<file path="src/rtl/riscv_switch_ctrl.sv">
// riscv_switch_ctrl: per-master burst/lock tracker feeding the arbiter's
// can_switch input. Blocks regrant inside fixed bursts and locked sequences,
// and forces a switch point after MAX_INCR INCR beats or MAX_BUSY BUSY cycles.
module riscv_switch_ctrl #(
    parameter int unsigned MAX_INCR = 16,
    parameter int unsigned MAX_BUSY = 4
) (
    input  logic       HCLK,
    input  logic       HRESET,
    input  logic       HSEL,
    input  logic [1:0] HTRANS,
    input  logic [2:0] HBURST,
    input  logic       HMASTLOCK,
    input  logic       HREADY,
    input  logic       HRESP,
    output logic       can_switch,
    output logic       busy,
    output logic [3:0] beats_left,
    output logic       forced_switch
);

    localparam int unsigned IW = $clog2(MAX_INCR + 1);
    localparam int unsigned BW = $clog2(MAX_BUSY + 1);

    typedef enum logic [1:0] {S_IDLE, S_BURST, S_INCR, S_LOCKED} state_e;

    state_e        state_q, state_d;
    logic [3:0]    beats_q, beats_d;
    logic [IW-1:0] incr_q, incr_d;
    logic [BW-1:0] bcnt_q, bcnt_d;
    logic          busy_q;

    logic t_idle, t_busy, t_nonseq, t_seq;
    logic acc, err, in_burst, busy_lim, incr_lim, limit;
    logic start_multi, lock_exit, restart;

    // Remaining beats after the NONSEQ of a fixed-length burst (len-1).
    function automatic logic [3:0] burst_last(input logic [2:0] hb);
        case (hb[2:1])
            2'b01:   return 4'd3;
            2'b10:   return 4'd7;
            2'b11:   return 4'd15;
            default: return 4'd0;
        endcase
    endfunction

    assign t_idle   = (HTRANS == 2'b00);
    assign t_busy   = (HTRANS == 2'b01);
    assign t_nonseq = (HTRANS == 2'b10);
    assign t_seq    = (HTRANS == 2'b11);

    assign acc      = HSEL & HREADY & HTRANS[1];
    // Error handling is tied to this master's selection, like all other state.
    assign err      = HSEL & HRESP & ~HREADY;
    assign in_burst = (state_q == S_BURST) || (state_q == S_INCR);
    assign busy_lim = HSEL & HREADY & in_burst & t_busy & (bcnt_q == BW'(MAX_BUSY - 1));
    assign incr_lim = acc & t_seq & (state_q == S_INCR) & (incr_q == IW'(MAX_INCR - 1));
    assign limit    = ~HRESET & ~err & (busy_lim | incr_lim);

    assign start_multi = acc & t_nonseq & ((HBURST[2:1] != 2'b00) | (HBURST == 3'b001));
    // The cycle that releases a lock is itself a legal switch point.
    assign lock_exit   = (state_q == S_LOCKED) & ~HMASTLOCK & HSEL & HREADY
                         & (HTRANS[1] | t_idle);

    assign forced_switch = limit;
    assign busy          = busy_q;
    assign beats_left    = beats_q;

    // Zero-latency switch-point decision, ordered by priority.
    always_comb begin
        if (HRESET || !HSEL)                                     can_switch = 1'b1;
        else if (err)                                            can_switch = 1'b0;
        else if (HMASTLOCK || (state_q == S_LOCKED && !lock_exit)) can_switch = 1'b0;
        else if (limit)                                          can_switch = 1'b1;
        else if (start_multi)                                    can_switch = 1'b0;
        else if (state_q == S_BURST && !(acc && t_seq && beats_q == 4'd1))
                                                                 can_switch = 1'b0;
        else if (state_q == S_INCR && (t_seq || t_busy))         can_switch = 1'b0;
        else                                                     can_switch = 1'b1;
    end

    // Next-state and counter update; a NONSEQ that ends a burst or lock is
    // folded into the IDLE start decode via 'restart' in the same cycle.
    always_comb begin
        state_d = state_q;
        beats_d = beats_q;
        incr_d  = incr_q;
        bcnt_d  = bcnt_q;
        restart = 1'b0;
        if (err) begin
            state_d = S_IDLE;
            beats_d = '0;
            incr_d  = '0;
            bcnt_d  = '0;
        end else if (HSEL && HREADY) begin
            bcnt_d = (in_burst && t_busy) ? bcnt_q + 1'b1 : '0;
            if (limit) begin
                state_d = S_IDLE;
                beats_d = '0;
                incr_d  = '0;
                bcnt_d  = '0;
            end else begin
                case (state_q)
                    S_IDLE: restart = acc & t_nonseq;
                    S_BURST: begin
                        if (acc && t_seq) begin
                            if (beats_q == 4'd1) begin
                                state_d = S_IDLE;
                                beats_d = '0;
                            end else begin
                                beats_d = beats_q - 4'd1;
                            end
                        end else if (acc && t_nonseq) begin
                            restart = 1'b1;
                        end else if (t_idle) begin
                            state_d = S_IDLE;
                            beats_d = '0;
                        end
                    end
                    S_INCR: begin
                        if (acc && t_seq) begin
                            if (incr_q != IW'(MAX_INCR)) incr_d = incr_q + 1'b1;
                        end else if (acc && t_nonseq) begin
                            restart = 1'b1;
                        end else if (t_idle) begin
                            state_d = S_IDLE;
                            incr_d  = '0;
                        end
                    end
                    S_LOCKED: begin
                        if (lock_exit) begin
                            if (acc && t_nonseq) restart = 1'b1;
                            else                 state_d = S_IDLE;
                        end
                    end
                    default: state_d = S_IDLE;
                endcase
                if (restart) begin
                    beats_d = '0;
                    incr_d  = '0;
                    if (HMASTLOCK) begin
                        state_d = S_LOCKED;
                    end else if (HBURST[2:1] != 2'b00) begin
                        state_d = S_BURST;
                        beats_d = burst_last(HBURST);
                    end else if (HBURST == 3'b001) begin
                        state_d = S_INCR;
                        incr_d  = IW'(1);
                    end else begin
                        state_d = S_IDLE;
                    end
                end
            end
        end
    end

    // State registers with synchronous reset.
    always_ff @(posedge HCLK) begin
        if (HRESET) begin
            state_q <= S_IDLE;
            beats_q <= '0;
            incr_q  <= '0;
            bcnt_q  <= '0;
            busy_q  <= 1'b0;
        end else begin
            state_q <= state_d;
            beats_q <= beats_d;
            incr_q  <= incr_d;
            bcnt_q  <= bcnt_d;
            busy_q  <= (state_d != S_IDLE);
        end
    end

endmodule

</file>
<file path="config.mk">
export PLATFORM = sky130hd
export DESIGN_NAME = riscv_switch_ctrl
export DESIGN_NICKNAME = d
export VERILOG_FILES = /design/src/rtl/riscv_switch_ctrl.sv
export SDC_FILE = /design/constraint.sdc
export NUM_CORES = 1
export LEC_CHECK = 0
export ABC_CLOCK_PERIOD_IN_PS = 3970
export BUFFER_PORTS_ARGS = -buffer_cell sky130_fd_sc_hd__buf_2
export CELL_PAD_IN_SITES_DETAIL_PLACEMENT = 1
export CELL_PAD_IN_SITES_GLOBAL_PLACEMENT = 2
export CORE_AREA = 2 2 60 68
export DETAILED_ROUTE_END_ITERATION = 10
export DIE_AREA = 0 0 62 70
export PLACE_DENSITY = 0.9
export SYNTH_ARGS = -nofsm -noshare
export SYNTH_HDL_FRONTEND = slang
export SYNTH_SLANG_ARGS = --single-unit
</file>
<file path="constraint.sdc">
create_clock -name HCLK -period 3.97 [get_ports HCLK]
set_clock_uncertainty 0.05 [all_clocks]
set_input_delay 0.397 -clock HCLK [delete_from_list [all_inputs] [get_ports HCLK]]
set_output_delay 0.397 -clock HCLK [all_outputs]
set_load 0.005 [all_outputs]
</file>
==> results.ini, run 1 <==
[cts]
cts_root_buf=clkbuf_8
cts_buffers=3
cts_hold_buffers_added=0
cts_setup_buffers=0
cts_resized=0
tritoncts=yes
cts.sink_count=15
worst_setup_hold_path_clk_slew_ns=0.06
htreeDepth=1
clockBufferDepth=2
clk-insertion-delay-late_ns=0.25

[placed_design]
place_congestion=0.984
post_dp_area_mm2=0.00136
detailedPlacementHpwl_um=3040
port_buffers=17
dp.cells=218

[layout]
finish.net_count=193
diodes_inserted=0
area_growth_pct=13.6
finish.utilization_pct=37.3
stdcell_area_mm2=0.00140
stdcell_count=222
drive_gt1_share_pct=15.3

[min_path]
path_type_of_the_worst_min_delay_path=reg2reg

[synth]
synth.lib_cells_used.distinct=51
mappedNetlistNets=177
async_reset_ff_share_pct=0
syn_area_mm2=0.00123
synth_area_per_cell_um2=7.95
synth_edf_count=0
register_area_share_after_synthesis_pct=24.4
ys_seq_elements=15
ys_dominant_reg_cell=dfxtp_1
synth_warnings=0
synthesis.instances=155

[timing]
finalSetupTns_ns=0
grt_setup_unrepaired=no
fmax_mhz=331
post-route-period-util_pct=76.0
timing_hold_violations_final=0
finalMaxSlewViolations=0
finish_stage_setup_viols=0
maxSlewHeadroom_pct=47.6
worst-slew-pin-transition_ns=0.781
post-route-min-period_ns=3.02

[detailed_routing]
wl_per_cell_um=17.4
viasPerCell=5.86
detailroute.via_count=1302
postRouteAntennaNets=0
first_iter_violations=74
drt_first_pass_iters=4
drc_errors=0
route.final.wire_length_um=3860

[flow_run]
timing.max_cap.violations=0

[setup_path]
worst_ep_arrival_time_ns=2.57
r2r.worst_path.cells=7
path_class=reg2out
ff2ff_setup_slack_ns=1.51
startpoint_of_the_lowest_slack_register_to_register_path=state_q[0]
worstSetupEndpoint=can_switch
critical_path.endpoint_type=output pin
cp_max_fo=6
crit_required_ns=3.52
crit-reg2reg-capture=incr_q[3]
critPathLaunchType=flip-flop
setup.worst_path.start=incr_q[1]

[power_and_ir_drop]
netSwitchingPower_uw=94.6
switching_share_pct=28.2
power.static_leakage_uw=0.000569
pwr-share-comb_pct=15.6
max-vdd-ir-drop_v=0.000102
power.clock.fraction_pct=38.6
pwr-share-seq_pct=45.8
power-per-cell-area_mw_per_mm2=240
p_total_uw=336
cell_internal_power_uw=241

[global_route]
grt_antenna_before_repair=0
wire_length_of_the_first_global_routing_pass_um=6450
groute.usage.overall_pct=19.2
grt_max_degree=14
number_of_global_route_vias_before_repair=1419
globalRouteOverflowTotal=0

[floorplan]
core.rowCount=24
die_area_mm2=0.00434
num_io_pins=18
y_dimension_of_the_die_um=70
core_area_mm2=0.00375
initial_core_util_pct=32.8
die_width_um=62

[status]
status=completed

## how the worst min path moves through the flow
| stage | startpoint | endpoint | slack [ns] | depth (start not counted) |
|---|---|---|---|---|
| 2_1_floorplan | bcnt_q[1] | bcnt_q[1] | 0.39 | 2 |
| 3_3_place_gp | bcnt_q[1] | bcnt_q[1] | 0.40 | 2 |
| 3_5_place_dp | bcnt_q[1] | bcnt_q[1] | 0.42 | 2 |
| 4_1_cts | bcnt_q[1] | bcnt_q[1] | 0.43 | 2 |
| 5_1_grt | HRESET | state_q[0] | 0.46 | 3 |
| 6_report | bcnt_q[1] | bcnt_q[1] | 0.43 | 2 |
## power by group through the flow
| stage | logic, µW | registers [µW] | clock network, µW |
|---|---|---|---|
| 6_report | 52.4 | 154 | 130 |
| 5_1_grt | 57.3 | 154 | 139 |
| 4_1_cts | 51.9 | 154 | 131 |
| 3_5_place_dp | 51.7 | 157 | 0 |
| 3_3_place_gp | 50.3 | 157 | 0 |
| 2_1_floorplan | 33.3 | 157 | 0 |
## layer usage
layer	global-route usage (%)	up-vias	wire length, µm
met2	31.8	30	1990
met4	8.75	0	106
li1	-	627	-
met3	2.78	13	95
met1	23.6	632	1660
met5	0	-	0
## flip-flops by register name (all words and copies together) (netlist names)
name / flops
beats_left: 4
incr_q: 5
state_q: 2
bcnt_q: 3
busy: 1
## Yosys cell counts (2+ instances only)
master	instances	area share, %
nand4_1	4	2.0
and2_1	2	1.0
dfxtp_1	15	24
and3_1	3	1.5
o31ai_1	5	3.0
or2_1	2	1.0
a31oi_1	2	1.0
and4b_1	3	2.4
nor2_1	12	3.7
or2_2	2	1.0
nand2_1	8	2.4
o21ai_1	3	1.2
nand3_1	4	1.6
nor3_1	5	2.0
o21ai_0	3	1.2
buf_2	4	1.6
o2bb2ai_1	2	1.4
and4_1	2	1.4
inv_1	11	3.4
a21oi_1	12	4.9
o21a_1	2	1.2
ha_1	11	11
nand4b_1	2	1.4
o22ai_1	3	1.5
clkbuf_1	2	0.61
o211ai_1	3	1.8
nand2b_1	2	1.0
a211oi_1	3	1.8
## kinds of logic (layout without fill, tap and decap cells)
kind of cell    Yosys count  in the layout  synth area share (%)
flops                    15             15                  24.4
compound gates           52             52                  30.1
simple gates             57             57                  26.6
buf+inv                  17             32                  5.58
mux                       1              1                 0.812
xor+xnor                  2              2                  1.42
fa+ha+maj                11             11                  11.2
## cell type report
type / count / area, µm²
fillers: 466 / 2350
multi-input cells: 123 / 863
flip-flops and latches: 15 / 300
repair buffers: 17 / 85.1
well taps: 52 / 65.1
clock buffers: 4 / 45.0
inverters: 11 / 41.3
## placed cells by master, fill, tap and decap left out, types with 4 or more instances in the layout
cell / instances
buf_2: 17
dfxtp_1: 15
nor2_1: 12
a21oi_1: 12
inv_1: 11
ha_1: 11
nand2_1: 8
nor3_1: 5
o31ai_1: 5
nand4_1: 4
nand3_1: 4
## through the flow
step	setup WS [ns]	hold WS, ns
after detailed placement	1.28	0.415
after global placement	1.37	0.404
after floorplan	1.71	0.386
final	0.953	0.426
after CTS	0.980	0.425
after global routing	0.741	0.455
## worst max-delay path, stage by stage (launching register included)
cell and delay [ns]:
dfxtp_1 0.39, ha_1 0.23, and3_1 0.17, ha_1 0.14
and2_1 0.24, a32o_2 0.22, nand2_1 0.12, inv_1 0.25
a211oi_1 0.08, o311ai_0 0.30, buf_2 0.17
Note: power is estimated with default switching activity, not from simulation.
==> inputs of run 2 (changes only) <==
Settings changed: ABC_CLOCK_PERIOD_IN_PS 3970 to 2700, CORE_AREA 2 2 60 68 to 2 2 65 73, DIE_AREA 0 0 62 70 to 0 0 67 75, PLACE_DENSITY 0.9 to 0.83.
Clock period 3.97 ns to 2.7 ns, I/O delays scaled along.
==> run 2 against run 1 <==
Effect of this change:
- combinational power is 57% higher
- sequential power up 47%
- routed wire length grew 3.4%
- cell count is 1.8% higher
- clock-buffer cell count did not move
- non-clock buffer count increased by 2
- clock power grew 43%
- sequential share of layout area fell by 0.27 points
- core utilization shrank 3.8 points
==> results.ini, run 2 (synthesized netlist as in run 1, its figures left out) <==
[status]
status=completed

[setup_path]
cp_max_fo=6  ; unchanged
path_class=reg2out
worstSetupEndpoint=can_switch
critical_path.endpoint_type=output pin
crit-reg2reg-capture=incr_q[0]
worst_ep_arrival_time_ns=2.21  ; -0.36 ns
critical_path_buf_inv_count=2  ; unchanged
critPathLaunchType=flip-flop
startpoint_of_the_lowest_slack_register_to_register_path=state_q[0]
crit_path_top_delay_cell=dfxtp_1
r2r.worst_path.cells=7  ; unchanged
crit_cells=10  ; unchanged
critPathTopFamily=compound AO/OA/AOI/OAI gates
setup.worst_path.start=incr_q[0]
critical_path.cell_chain=ha_2, and3_1, ha_1, and2_1, a32o_2, nand2_2, inv_2, a211oi_1, o311ai_1, buf_2
crit_required_ns=2.38  ; -1.14 ns
ff2ff_setup_slack_ns=0.33  ; -1.18 ns
slowest_delay_ns=0.33  ; -0.06 ns

[layout]
registers.top_by_ff_count=incr_q
finish.net_count=195  ; +1.0%
mostFrequentLayoutCells=buf_2 (17), dfxtp_1 (14), nor2_1 (12), a21oi_1 (12)
layout.cells.most_common=buf_2
largest_register_ff_count=5  ; unchanged
drive_gt1_share_pct=18.6  ; +3.3 points
area_growth_pct=15.5
diodes_inserted=0  ; unchanged
stdcell_area_mm2=0.00142  ; +1.7%

[cts]
htreeDepth=1  ; unchanged
clockBufferDepth=2  ; unchanged
cts.sink_count=15  ; unchanged
cts_setup_buffers=0  ; unchanged
worst_setup_hold_path_clk_slew_ns=0.06  ; about the same
clk-insertion-delay-late_ns=0.25  ; about the same
cts_root_buf=clkbuf_8
tritoncts=yes
cts_buffers=3  ; unchanged

[power_and_ir_drop]
power.clock.fraction_pct=37.7  ; -0.9 points
max-vdd-ir-drop_v=0.000219  ; +110%
netSwitchingPower_uw=138  ; +46%
pwr-share-comb_pct=16.6  ; +1.0 points
pwr-share-seq_pct=45.7  ; about the same
p_total_uw=495  ; +47%
switching_share_pct=28.0  ; -0.21 points
cell_internal_power_uw=357  ; +48%
power.static_leakage_uw=0.000574  ; +0.96%
power-per-cell-area_mw_per_mm2=348  ; +45%

[detailed_routing]
drc_errors=0  ; unchanged
viasPerCell=5.78  ; -1.4%
wl_per_cell_um=17.6  ; +1.5%
first_iter_violations=64  ; -14%
postRouteAntennaNets=0  ; unchanged
route.final.wire_length_um=3990  ; +3.4%
detailroute.via_count=1307  ; +0.38%
drt_first_pass_iters=4  ; unchanged

[timing]
finalMaxSlewViolations=0  ; unchanged
timing_hold_violations_final=0  ; unchanged
fin_ws_ns=0.165  ; -0.788 ns
worst-slew-pin-transition_ns=0.766  ; -0.0153 ns
grt_setup_unrepaired=no
finalSetupTns_ns=0  ; unchanged
post-route-period-util_pct=93.9
finish_stage_setup_viols=0  ; unchanged
fmax_mhz=395
post-route-min-period_ns=2.53
maxSlewHeadroom_pct=48.6  ; +1.0 points

[global_route]
groute.usage.overall_pct=17.1  ; -2.1 points
grt_max_degree=14  ; unchanged
wire_length_of_the_first_global_routing_pass_um=6520  ; +1.1%
grt_antenna_before_repair=0  ; unchanged
globalRouteOverflowTotal=0  ; unchanged
number_of_global_route_vias_before_repair=1358  ; -4.3%

[placed_design]
dpl_worst_slack_ns=0.268  ; -1.01 ns
port_buffers=17  ; unchanged
place_congestion=0.862  ; -12%
post_dp_area_mm2=0.00137  ; +1.3%
detailedPlacementHpwl_um=3120  ; +2.5%

[floorplan]
die_width_um=67  ; +8.1%
y_dimension_of_the_die_um=75  ; +7.1%
core_area_mm2=0.00425  ; +13%
initial_core_util_pct=29.0  ; -3.9 points
die_area_mm2=0.00503  ; +16%
num_io_pins=18  ; unchanged
core.rowCount=25  ; +4.2%

[flow_run]
timing.max_cap.violations=0  ; unchanged

[min_path]
min_from=HRESET
path_type_of_the_worst_min_delay_path=in2reg

run 2: layer usage:
| layer | vias to the layer above | wire (µm) | GRT usage, % |
|---|---|---|---|
| met5 | - | 0 | 0 |
| met4 | 0 | 68 | 6.80 |
| met3 | 8 | 136 | 2.69 |
| met2 | 31 | 2020 | 29.5 |
| met1 | 639 | 1760 | 21.3 |
| li1 | 629 | - | - |
run 2: how the worst min path moves through the flow:
stage / endpoint / slack (ns) / cells after the start
floorplan: bcnt_q[1] / 0.39 / 2
detailed placement: bcnt_q[1] / 0.42 / 2
global route: beats_left[2] / 0.34 / 3
finish: state_q[0] / 0.32 / 3
global placement: bcnt_q[1] / 0.40 / 2
CTS: beats_left[2] / 0.32 / 3
run 2: through the flow:
stage	utilization (%)	hold slack (ns)	std cells
floorplan	-	0.386	155
global placement	32.3	0.397	222
detailed placement	32.3	0.417	222
CTS	33.3	0.319	226
global route	33.5	0.337	226
finish	33.5	0.316	226
run 2: layout make-up:
type                    count  area (µm²)
inverters                  11        41.3
clock buffers               4        45.0
multi-input cells         123         868
fillers                   549        2830
repair buffers             19         100
well taps                  54        67.6
flip-flops and latches     15         302
run 2: tightest hold or removal path, cell delays in order:
cell	delay, ns
buf_2	0.11
or4_4	0.13
o21ai_2	0.05
run 2: power by group through the flow:
stage	sequential [µW]	clock (µW)	combinational, µW
final	226	186	82.1
after global placement	231	0	77.8
after floorplan	231	0	49.0
after CTS	226	193	80.6
after detailed placement	231	0	79.9
after global routing	227	203	89.3
run 2: repair_timing:
item,4_1_cts,5_1_grt
gates cloned,0,0
pin swaps,0,1
hold endpoints to repair,0,0
resized for setup,1,4
hold buffers,0,0
setup endpoints to repair,1,1
==> inputs of run 3 (changes only) <==
Settings changed: PLACE_DENSITY 0.83 to 0.74.
==> run 3 against run 2 <==
Effect of this change:
- sequential share of layout area fell by 0.22 points
- total power rose by 0.70%
- cell area rose by 0.61%
- flip-flop and latch count did not move
- critical path depth did not move
- worst setup slack improved by 0.023 ns
- cell count rose by 0.44%
- fmax rose by 0.93%
- core utilization rose by 0.21 points
- largest power group unchanged
==> results.ini, run 3 (synthesized netlist as in run 1, its figures left out) <==
[power_and_ir_drop]
p_total_uw=498  ; +0.70%
max-vdd-ir-drop_v=0.000239  ; +9.2%
power-per-cell-area_mw_per_mm2=348  ; about the same
switching_share_pct=28.4  ; +0.42 points
pwr-share-seq_pct=45.4  ; -0.3 points
netSwitchingPower_uw=141  ; +2.2%
cell_internal_power_uw=357  ; +0.12%
pwr-share-comb_pct=16.7  ; about the same
power.clock.fraction_pct=37.9  ; +0.2 points
power.static_leakage_uw=0.000583  ; +1.6%

[setup_path]
critPathTopFamily=compound AO/OA/AOI/OAI gates
worst_ep_arrival_time_ns=2.19  ; -0.02 ns
crit_required_ns=2.38  ; about the same
critical_path.endpoint_type=output pin
r2r.worst_path.cells=9  ; +2
critPathLaunchType=flip-flop
critical_path_buf_inv_count=2  ; unchanged
path_class=reg2out
ff2ff_setup_slack_ns=0.29  ; -0.04 ns
startpoint_of_the_lowest_slack_register_to_register_path=incr_q[1]
cell_occurring_most_often_along_the_worst_timing_path=ha_1
crit-reg2reg-capture=incr_q[0]
critical_path.cell_chain=ha_1, and3_1, ha_1, and2_1, a32o_2, nand2_2, inv_2, a211oi_2, o311ai_1, buf_2
slowest_delay_ns=0.33  ; about the same
crit_path_top_delay_cell=dfxtp_1
cp_max_fo=6  ; unchanged

[timing]
finish_stage_setup_viols=0  ; unchanged
fin_ws_ns=0.189  ; +0.0234 ns
timing_hold_violations_final=0  ; unchanged
finalMaxSlewViolations=0  ; unchanged
grt_setup_unrepaired=no
finalSetupTns_ns=0  ; unchanged
fmax_mhz=398  ; +0.93%
post-route-period-util_pct=93.0  ; -0.87 points
post-route-min-period_ns=2.51  ; -0.0234 ns
worst-slew-pin-transition_ns=0.804  ; +0.0379 ns
maxSlewHeadroom_pct=46.1  ; -2.5 points

[layout]
area_growth_pct=16.2
finish.net_count=196  ; +0.51%
drive_gt1_share_pct=18.5  ; -0.11 points
diodes_inserted=0  ; unchanged
mostFrequentLayoutCells=buf_2 (17), dfxtp_1 (15), nor2_1 (12), a21oi_1 (12), ha_1 (11)
fillers=545  ; -0.73%
largest_register_ff_count=5  ; unchanged
layout.cells.most_common=buf_2
finish.utilization_pct=33.7  ; +0.21 points
registers.top_by_ff_count=incr_q

[detailed_routing]
drt_first_pass_iters=4  ; unchanged
postRouteAntennaNets=0  ; unchanged
detailroute.wirelength.met2_um=1850  ; -8.2%
detailroute.via_count=1322  ; +1.1%
drc_errors=0  ; unchanged
routed-wl-met3_um=94  ; -31%
route.final.wire_length_um=3970  ; -0.38%
highest_layer=met4
routedLengthMet1_um=1880  ; +6.8%
wl_per_cell_um=17.5  ; -0.82%
viasPerCell=5.82  ; +0.70%
first_iter_violations=51  ; -20%

[floorplan]
num_io_pins=18  ; unchanged
core_area_mm2=0.00425  ; unchanged
core.rowCount=25  ; unchanged
y_dimension_of_the_die_um=75  ; unchanged
die_width_um=67  ; unchanged
die_area_mm2=0.00503  ; unchanged
initial_core_util_pct=29.0  ; unchanged

[global_route]
grt_max_degree=14  ; unchanged
grt_antenna_before_repair=0  ; unchanged
wire_length_of_the_first_global_routing_pass_um=6610  ; +1.4%
number_of_global_route_vias_before_repair=1349  ; -0.66%
globalRouteOverflowTotal=0  ; unchanged
groute.usage.overall_pct=17.6  ; +0.46 points

[cts]
worst_setup_hold_path_clk_slew_ns=0.06  ; about the same
clk-insertion-delay-late_ns=0.25  ; about the same
cts_root_buf=clkbuf_8
cts.sink_count=15  ; unchanged
cts_buffers=3  ; unchanged
htreeDepth=1  ; unchanged
tritoncts=yes
clockBufferDepth=2  ; unchanged

[min_path]
worstHoldEndpoint=beats_left[3]
min_from=HBURST[1]
worstHoldPathCells=3  ; unchanged
path_type_of_the_worst_min_delay_path=in2reg

[placed_design]
dpl_worst_slack_ns=0.276  ; +0.00814 ns
detailedPlacementHpwl_um=3120  ; about the same
place_congestion=0.836  ; -3.0%
port_buffers=17  ; unchanged

[flow_run]
timing.max_cap.violations=0  ; unchanged

[status]
status=completed

## run 3: final cells by class
type	count	area, µm²	area share [%]
multi-input cells	123	871	60.8
flip-flops and latches	15	300	21.0
inverters	11	41.3	2.88
well taps	54	67.6	4.72
repair buffers	20	108	7.51
clock buffers	4	45.0	3.14
## run 3: worst register-to-register path: cells and delay by family (launching register included)
kind            cells  cell delay, ns
buf+inv             1            0.14
compound gates      3            0.94
fa+ha+maj           2            0.37
flops               1            0.33
simple gates        3            0.47
## run 3: how the worst max path moves through the flow
stage                          from         end  depth (start not counted)  slack, ns
after floorplan           incr_q[0]  can_switch                          9       0.56
after global placement    incr_q[0]  can_switch                         10       0.34
after detailed placement  incr_q[1]  can_switch                         10       0.28
after CTS                 incr_q[1]  can_switch                         10      0.001
after global routing      incr_q[1]  can_switch                         10      0.009
final                     incr_q[1]  can_switch                         10       0.19
## run 3: metal layers
| layer | up-vias | GRT usage [%] |
|---|---|---|
| met5 | - | 0 |
| met4 | 0 | 10.2 |
| met3 | 11 | 1.94 |
| met2 | 25 | 28.6 |
| met1 | 656 | 22.4 |
| li1 | 630 | - |
## run 3: stage by stage
step / instance area [µm²] / hold slack [ns] / cells
after floorplan: 1230 / 0.386 / 155
after CTS: 1420 / 0.334 / 226
after global routing: 1430 / 0.346 / 227
after global placement: 1370 / 0.399 / 222
after detailed placement: 1370 / 0.410 / 222
final: 1430 / 0.334 / 227
## run 3: repair_timing
item / 4_1_cts / 5_1_grt
buffers inserted: 0 / 1
hold buffers: 0 / 0
setup endpoints to repair: 0 / 1
resized for setup: 0 / 4
## run 3: power groups by stage
stage	Clock, µW	Sequential, µW	Combinational [µW]
final	189	226	83.1
after global routing	204	226	91.4
after CTS	195	226	81.2
after detailed placement	0	231	80.8
after global placement	0	231	79.1
after floorplan	0	231	49.0
